**config.mk**
```make
export PLATFORM = sky130hd
export DESIGN_NAME = systolic_array_sequencer
export DESIGN_NICKNAME = d
export VERILOG_FILES = /design/src/rtl/sys_arr_pkg.sv /design/src/rtl/seq_row_issue.sv /design/src/rtl/systolic_array_sequencer.sv
export SDC_FILE = /design/constraint.sdc
export NUM_CORES = 1
export LEC_CHECK = 0
export ABC_AREA = 1
export CORE_ASPECT_RATIO = 0.8
export CORE_MARGIN = 4
export CORE_UTILIZATION = 36
export CTS_BUF_LIST = sky130_fd_sc_hd__clkbuf_4
export CTS_CLUSTER_SIZE = 40
export DETAILED_ROUTE_END_ITERATION = 7
export PLACE_DENSITY = 0.76
export SLEW_MARGIN = 30
export SYNTH_ARGS = -nofsm -noshare
export SYNTH_HDL_FRONTEND = slang
export SYNTH_SLANG_ARGS = --single-unit
```
**constraint.sdc**
```tcl
create_clock -name clk -period 2.4 [get_ports clk]
set_input_delay 0.6 -clock clk [delete_from_list [all_inputs] [get_ports clk]]
set_output_delay 0.6 -clock clk [all_outputs]
set_load 0.01 [all_outputs]
```
**src/rtl/sys_arr_pkg.sv**
```systemverilog
// Shared types for the systolic array control path.
package sys_arr_pkg;

  typedef enum logic [2:0] {
    IDLE,
    WAIT_DRAIN,
    LOAD_W,
    WAIT_SPACE,
    STREAM
  } seq_state_t;

endpackage

```
**src/rtl/seq_row_issue.sv**
```systemverilog
// Registers one accepted stream row onto the array bus: enable pulse, row index and row data.
module seq_row_issue #(
  parameter int unsigned NE = 1,
  parameter int unsigned RW = 64,
  parameter int unsigned IW = 2
) (
  input  logic          clk,
  input  logic          rst,
  input  logic [NE-1:0] fire,
  input  logic [IW-1:0] idx,
  input  logic [RW-1:0] data,
  output logic [NE-1:0] en,
  output logic [IW-1:0] row,
  output logic [RW-1:0] row_data
);

  // Enables pulse for one cycle; index/data hold until the next accepted row.
  always_ff @(posedge clk) begin
    if (rst) begin
      en       <= '0;
      row      <= '0;
      row_data <= '0;
    end else begin
      en <= fire;
      if (|fire) begin
        row      <= idx;
        row_data <= data;
      end
    end
  end

endmodule

```
**src/rtl/systolic_array_sequencer.sv**
```systemverilog
// Sequences GEMM tiles (weights, inputs, partial sums) onto the systolic array bus and retires outputs.
module systolic_array_sequencer
  import sys_arr_pkg::*;
#(
  parameter int unsigned N       = 4,
  parameter int unsigned DW      = 16,
  parameter int unsigned MAX_OUT = 2
) (
  input  logic                 clk,
  input  logic                 rst,
  input  logic                 cmd_valid,
  input  logic                 cmd_reuse_w,
  output logic                 cmd_ready,
  input  logic                 w_valid,
  output logic                 w_ready,
  input  logic [DW*N-1:0]      w_data,
  input  logic                 i_valid,
  output logic                 i_ready,
  input  logic [DW*N-1:0]      i_data,
  input  logic                 p_valid,
  output logic                 p_ready,
  input  logic [DW*N-1:0]      p_data,
  output logic                 weight_en,
  output logic                 input_en,
  output logic                 partial_en,
  output logic [$clog2(N)-1:0] row_in_en,
  output logic [$clog2(N)-1:0] row_ps_en,
  output logic [DW*N-1:0]      array_in,
  output logic [DW*N-1:0]      array_in_partials,
  input  logic                 drained,
  input  logic                 fifo_has_space,
  input  logic                 out_en,
  input  logic [$clog2(N)-1:0] row_out,
  output logic                 gemm_done,
  output logic                 busy,
  output logic                 err_row_order
);

  localparam int unsigned IW = $clog2(N);
  localparam int unsigned CW = IW + 1;
  localparam int unsigned RW = DW * N;
  localparam int unsigned OW = $clog2(MAX_OUT + 1);

  seq_state_t    state;
  logic [CW-1:0] wcnt, icnt, pcnt, ocnt;
  logic [OW-1:0] outstanding;
  logic [CW-1:0] icnt_nx, pcnt_nx;
  logic          w_fire, i_fire, p_fire;
  logic          issue_c, retire_c;
  logic [IW-1:0] wi_idx;
  logic [RW-1:0] wi_data;

  // Readies depend only on state and counters, never on the valids.
  assign cmd_ready = (state == IDLE) && (outstanding < OW'(MAX_OUT));
  assign w_ready   = (state == LOAD_W);
  assign i_ready   = (state == STREAM) && (icnt < CW'(N));
  assign p_ready   = (state == STREAM) && (pcnt < CW'(N));

  assign w_fire   = w_valid && w_ready;
  assign i_fire   = i_valid && i_ready;
  assign p_fire   = p_valid && p_ready;
  assign icnt_nx  = icnt + CW'(i_fire);
  assign pcnt_nx  = pcnt + CW'(p_fire);
  assign issue_c  = (state == STREAM) && (icnt_nx == CW'(N)) && (pcnt_nx == CW'(N));
  assign retire_c = out_en && (outstanding != '0) && (ocnt == CW'(N - 1));
  assign busy     = (state != IDLE) || (outstanding != '0);

  // Weight and input rows never overlap in time, so they share one bus stage.
  assign wi_idx  = w_fire ? wcnt[IW-1:0] : icnt[IW-1:0];
  assign wi_data = w_fire ? w_data : i_data;

  always_ff @(posedge clk) begin
    if (rst) begin
      state <= IDLE;
      wcnt  <= '0;
      icnt  <= '0;
      pcnt  <= '0;
    end else begin
      case (state)
        IDLE: begin
          if (cmd_valid && cmd_ready) state <= cmd_reuse_w ? WAIT_SPACE : WAIT_DRAIN;
        end
        // Weights may only be replaced once every in-flight GEMM has left the array.
        WAIT_DRAIN: begin
          if (drained && (outstanding == '0)) begin
            state <= LOAD_W;
            wcnt  <= '0;
          end
        end
        LOAD_W: begin
          if (w_fire) begin
            wcnt <= wcnt + CW'(1);
            if (wcnt == CW'(N - 1)) state <= WAIT_SPACE;
          end
        end
        WAIT_SPACE: begin
          if (fifo_has_space && (outstanding < OW'(MAX_OUT))) begin
            state <= STREAM;
            icnt  <= '0;
            pcnt  <= '0;
          end
        end
        STREAM: begin
          icnt <= icnt_nx;
          pcnt <= pcnt_nx;
          if (issue_c) state <= IDLE;
        end
        default: state <= IDLE;
      endcase
    end
  end

  // Output-row tracking: retires the oldest GEMM on its last row, flags out-of-order rows.
  always_ff @(posedge clk) begin
    if (rst) begin
      ocnt          <= '0;
      outstanding   <= '0;
      gemm_done     <= 1'b0;
      err_row_order <= 1'b0;
    end else begin
      gemm_done   <= retire_c;
      outstanding <= outstanding + OW'(issue_c) - OW'(retire_c);
      if (out_en) begin
        if (outstanding == '0) begin
          err_row_order <= 1'b1;
        end else begin
          if (row_out != ocnt[IW-1:0]) err_row_order <= 1'b1;
          ocnt <= (ocnt == CW'(N - 1)) ? '0 : ocnt + CW'(1);
        end
      end
    end
  end

  seq_row_issue #(.NE(2), .RW(RW), .IW(IW)) u_wi_issue (
    .clk      (clk),
    .rst      (rst),
    .fire     ({i_fire, w_fire}),
    .idx      (wi_idx),
    .data     (wi_data),
    .en       ({input_en, weight_en}),
    .row      (row_in_en),
    .row_data (array_in)
  );

  seq_row_issue #(.NE(1), .RW(RW), .IW(IW)) u_p_issue (
    .clk      (clk),
    .rst      (rst),
    .fire     (p_fire),
    .idx      (pcnt[IW-1:0]),
    .data     (p_data),
    .en       (partial_en),
    .row      (row_ps_en),
    .row_data (array_in_partials)
  );

endmodule

```
; ---- After elaboration in Yosys (flattened, before gate mapping)
; Cells that the tools add are included.
; W data, S select, Z words.
[totals]
regBits = 154
input_bits = 204
elab_cells = 85
[classes]
add_sub_neg = 6
n_lt_le_gt_ge = 3
n_eq_ne = 15
muxes = 19
bitwise_logic = 1
reduce_logical = 27
[ops]
columns = operator, count
row1 = $mux W64, 1
row2 = $mux W3, 10
row3 = $pmux W3 S2, 3
row4 = $pmux W3 S5, 1
row5 = $logic_and A1 B1 Y1, 13
row6 = $eq A3 B2 Y1 const B, 4
row7 = $eq A3 B3 Y1 const B, 3
row8 = $reduce_bool A2 Y1, 4
row9 = $add A3 B1 Y3, 2
row10 = $add A3 B1 Y3 const B, 2
row11 = $lt A3 B3 Y1 const B, 2
row12 = $ne A2 B1 Y1 const B, 3
row13 = $ne A2 B2 Y1 const B, 3
row14 = $reduce_and A2 Y1, 3
row15 = $reduce_and A6 Y1, 1
row16 = $mux W2, 2
row17 = $eq A3 B1 Y1 const B, 1
row18 = $logic_not A3 Y1, 1
row19 = $reduce_and A3 Y1, 1
row20 = $reduce_bool A3 Y1, 1
row21 = $add A2 B1 Y2, 1
row22 = $logic_not A2 Y1, 1
row23 = $lt A2 B2 Y1 const B, 1
row24 = $mux W1, 2
row25 = other kinds (5), 5

; ---- Depth between registers and ports, before layout
; Gate-level depths: netlist of the first run.
[logic_depth]
word_depth = 9
mapped_depth = 19
mapped_depth_nobuf = 18

; ---- Hierarchy
; From an unflattened synthesis of the first run, not the netlist that was laid out.
[unflattened]
hier_cells = 1210
area_unflattened_um2 = 7399.6
[modules_own_cells]
columns = module, n_inst, cells_each, area_each_um2, seq_area_each_um2
row1 = seq_row_issue (u_p_issue), 1, 422, 2757.6, 1341.3
row2 = seq_row_issue (u_wi_issue), 1, 425, 2750.1, 1361.3
row3 = systolic_array_sequencer, 1, 363, 1891.8, 380.4

; ---- Worst setup path before layout of the first run
; Ideal clock, no wire load.
[synth_path]
path_kind = register -> register
from = reg state[1]
to = reg outstanding[1]
setup_ns = 0.121
t_arrival_ns = 2.508
setup_slack_ns = -0.229
stages_incl_launch_ff = 19
path_buffers = 1
synth_period_minus_slack_ns = 2.629
path_cell_list = dfxtp_1 -> inv_2 -> nand3_2 -> nor2_2 -> nand2_2 -> inv_2 -> buf_2 -> ha_1 -> ha_1 -> nor2_1 -> nand2_1 -> nor2_1 -> nand2_1 -> ha_1 -> inv_1 -> ha_1 -> xor2_1 -> o21ai_0 -> a21oi_1
[synth_between]
word_cells_on_any_way = 13
cone_classes = add/sub: 4 / eq/ne: 3 / reduce/logical: 6
[synth_rtl]
columns = element, line
row1 = start: declaration, systolic_array_sequencer.sv:44  ; seq_state_t state;
row2 = start signal: assignment, systolic_array_sequencer.sv:81  ; if (cmd_valid && cmd_ready) state <= cmd_reuse_w ? WAIT_SPACE : WAIT_DRAIN;
row3 = $eq A3 B3 Y1, systolic_array_sequencer.sv:57  ; assign p_ready = (state == STREAM) && (pcnt < CW'(N));
row4 = $logic_and A1 B1 Y1, systolic_array_sequencer.sv:57
row5 = named net p_ready, systolic_array_sequencer.sv:21  ; output logic p_ready,
row6 = $logic_and A1 B1 Y1, systolic_array_sequencer.sv:61  ; assign p_fire = p_valid && p_ready;
row7 = named net p_fire, systolic_array_sequencer.sv:48  ; logic w_fire, i_fire, p_fire;
row8 = $add A3 B1 Y3, systolic_array_sequencer.sv:63  ; assign pcnt_nx = pcnt + CW'(p_fire);
row9 = $eq A3 B3 Y1, systolic_array_sequencer.sv:64  ; assign issue_c = (state == STREAM) && (icnt_nx == CW'(N)) && (pcnt_nx == CW'(N));
row10 = $logic_and A1 B1 Y1, systolic_array_sequencer.sv:64
row11 = $add A2 B1 Y2, systolic_array_sequencer.sv:122  ; outstanding <= outstanding + OW'(issue_c) - OW'(retire_c);
row12 = $sub A2 B1 Y2, systolic_array_sequencer.sv:122
row13 = end signal: assignment, systolic_array_sequencer.sv:122
row14 = end: declaration, systolic_array_sequencer.sv:46  ; logic [OW-1:0] outstanding;
; The timed path passes the listed nets, and every way through them passes these cells.
; A chain may end at the register's enable or synchronous reset.

; ---- Worst setup path after layout of the first run
[layout_path]
from = reg state[1]
to = reg outstanding[1]
[layout_between]
elab_chain_cells = 9
word_cells_on_any_way = 13
cone_classes = add/sub: 4 / eq/ne: 3 / reduce/logical: 6
[layout_lines]
columns = element, line
row1 = $eq A3 B3 Y1 (*), "systolic_array_sequencer.sv:56, systolic_array_sequencer.sv:57, systolic_array_sequencer.sv:64"
row2 = $logic_and A1 B1 Y1, systolic_array_sequencer.sv:56  ; assign i_ready = (state == STREAM) && (icnt < CW'(N));
row3 = $logic_and A1 B1 Y1, systolic_array_sequencer.sv:60  ; assign i_fire = i_valid && i_ready;
row4 = $add A3 B1 Y3, systolic_array_sequencer.sv:62  ; assign icnt_nx = icnt + CW'(i_fire);
row5 = $eq A3 B3 Y1, systolic_array_sequencer.sv:64
row6 = $logic_and A1 B1 Y1, systolic_array_sequencer.sv:64
row7 = $logic_and A1 B1 Y1 (*), systolic_array_sequencer.sv:64
row8 = $add A2 B1 Y2 (*), systolic_array_sequencer.sv:122
row9 = $sub A2 B1 Y2 (*), systolic_array_sequencer.sv:122
; Mark *: on every way between the ends. The rest lies on a longest branch, timed or not.

==> results of run 1 <==
==> registers in the layout, indices dropped and copies added (netlist names) <==
register and cells:
state 3, u_p_issue.row_data 64, pcnt 3, u_p_issue.en 1, ocnt 3, u_p_issue.row 2
u_wi_issue.en 2, err_row_order 1, icnt 3, u_wi_issue.row 2, u_wi_issue.row_data 64, wcnt 3
gemm_done 1, outstanding 2
==> repair_timing <==
item,in CTS,in global routing
pin swaps,6,2
setup buffers,2,0
resized for setup,13,4
setup endpoints to repair,6,6
==> logic make-up after synthesis <==
| family | after synthesis |
|---|---|
| compound gates | 154 |
| buf+inv | 86 |
| fa+ha+maj | 9 |
| xor+xnor | 1 |
| simple gates | 411 |
| flops | 154 |
==> area by class of cell <==
class                           count  area, um^2
Clock inverter                     14         131
Fill cell                        1595        7010
Tap cell                          225         282
Multi-Input combinational cell    575        2990
Sequential cell                   154        3090
Timing Repair Buffer              365        3640
Inverter                           28         108
Antenna cell                        1        2.50
Clock buffer                       17         128
==> worst paths after layout <==
path | end | from | cells past startpoint
setup / recovery | outstanding[1] | state[1] | 17
hold / removal | err_row_order | err_row_order | 2
setup reg to reg | outstanding[1] | state[1] | 17
hold reg to reg | err_row_order | err_row_order | 2
==> cells in the mapped netlist, drive strengths merged <==
master and n:
a211oi 1, a21oi 81, a31oi 1, buf 35
clkbuf 23, dfxtp 154, ha 9, inv 28
nand2 313, nand3 77, nand3b 1, nor2 18
nor3 1, o211a 65, o21ai 5, o22ai 1
or2 1, xor2 1
==> critical path: cells and delay by family, from the launching register on <==
family	cells	cell delay, ns
XOR/XNOR	1	0.18
AO/OA/AOI/OAI	2	0.19
buffers and inverters	3	0.17
AND/OR/NAND/NOR	7	0.59
flip-flops	1	0.38
adder cells (fa/ha/maj)	4	0.77
==> routing by layer <==
metal,vias up,global-route usage (%),routed length (um)
met5,-,0,0
met4,0,6.07,466
met3,26,10.1,2360
met2,238,33.2,9960
met1,3009,23.5,8530
li1,3347,-,-
==> report_power, final <==
part	internal (mW)	total [mW]	leakage [nW]	switching (mW)
combinational	1.26	2.43	2.94	1.17
clock	0.448	1.50	0.133	1.05
sequential	2.86	3.02	1.25	0.155
total	4.57	6.95	4.32	2.38
==> metrics.txt, run 1 <==
Die Wd=157 um; Setup violations, final=0; final setup TNS=0 ns; data arrival time of the critical path=2.82 ns; largest area contributor in the netlist=dfxtp_1; Hold-fix buffers, CTS=0; number of unique standard cell types used by synthesis=25; DRC Markers=0; top-area cell type share of the netlist area=48.3%; total power=6.95 mW; DIE AREA=19900 um^2; WP data required=2.84 ns; share of layout cells above drive strength 1=6.76%; port bufs=345; Layout Cells excl Fill=1379; actual slew at the worst max-slew pin=0.713 ns; GPL Wtd Cong=0.902; die height=127 um; Post-Synth Adder-Cell Area=1.76%; total number of vias=6620; Initial DRT Pass Iterations=4; GRT Util Overall=20.3%; status=completed; fmax=421 MHz; Simple-Gate Fraction of Synth Area=26.3%; Routed Antenna Nets=0; cell area after synthesis=6380 um^2; critical path class=reg -> reg; Final WS setup=0.0233 ns; average size of a mapped cell=7.83 um^2; clock-pin transition on the worst setup and hold timing paths=0.15 ns; R2R setup slack=0.02 ns; DR iter-0 viols=360; Routed WL=21300 um; Synth Area in Compound Gates=17.2%; TritonCTS Sinks=154; CTS H-tree lvls=4; Util after Layout=59.7%; RSZ-0062 raised after global routing=true; initial antenna violation count=1; max_cap viols=0; leak pwr=4.32 nW; largest net degree at the start of global routing=83; Hold WS=0.462 ns; DR vias/cell=4.80; clock root buffer=clkbuf_4; min cycle time layout=2.38 ns; warnings from Yosys=0; largest family of logic cells by synthesized area=simple AND/OR/NAND/NOR gates; first-pass GRT wire length=32300 um; most frequent cells in the layout=clkdlybuf4s50_1 (339), nand2_1 (309), dfxtp_1 (151); Rows=43; NumNets Final=1354; mux cell area share after synthesis=0%; synthesis-to-layout area growth=62.5%; placed cell count=1345; DP Worst Slack=-0.503 ns; most common cell after layout, fill and taps aside=clkdlybuf4s50_1; number of global-route vias before repair=6303; post-route design area=10400 um^2; slowest stage delay, CP=0.38 ns; PwrDens=670 nW/um^2; xor/xnor cell area share of the yosys netlist=0.137%; top post-synthesis cells by area=dfxtp_1 (48%), nand2_1 (18%), o211a_1 (10%), a21oi_1 (6.4%), nand3_1 (6.0%); cell count after synthesis=815; Period Utilization, post-route=99.0%; sequential area share after synthesis=48.3%; Initial Util=36.7%; WL/cell=15.5 um; cell breakdown of the critical path=inv_4 -> nand3_4 -> nor2_4 -> nand2_4 -> inv_2 -> ha_4 -> ha_4 -> nor2_1 -> nand2_1 -> nor2_1 -> nand2_1 -> ha_1 -> inv_1 -> ha_2 -> xor2_2 -> o21ai_1 -> a21oi_1; Core ar.=17400 um^2; Worst Hold Class=reg -> reg; worst skew pair latency=0.56 ns; CTS Buffer Depth=2; post-DP HPWL=15300 um; Final Hold Vio Count=0; placed cell area=10100 um^2; Synth Net Count=1028; Seq cells post-synth=154; Worst Skew=0.0223 ns; Slowest-stage cell, CP=dfxtp_4; CTS tree=done; GRT Residual Overflow=0; CP startpoint kind=flop; io pins=346; Max FO, Critical Path=4; Setup crit end kind=flop; Worst slew margin=52.4%; maximum VDD drop=0.431 mV; CTS Buf Count=17; max-slew violations=0
No activity file was read; power rests on OpenSTA's default activity.
==> run 2, diff against run 1 <==
- CAP_MARGIN: unset -> 20
==> results of run 2 <==
Final layout, timing and power as in run 1 (identical DEF).
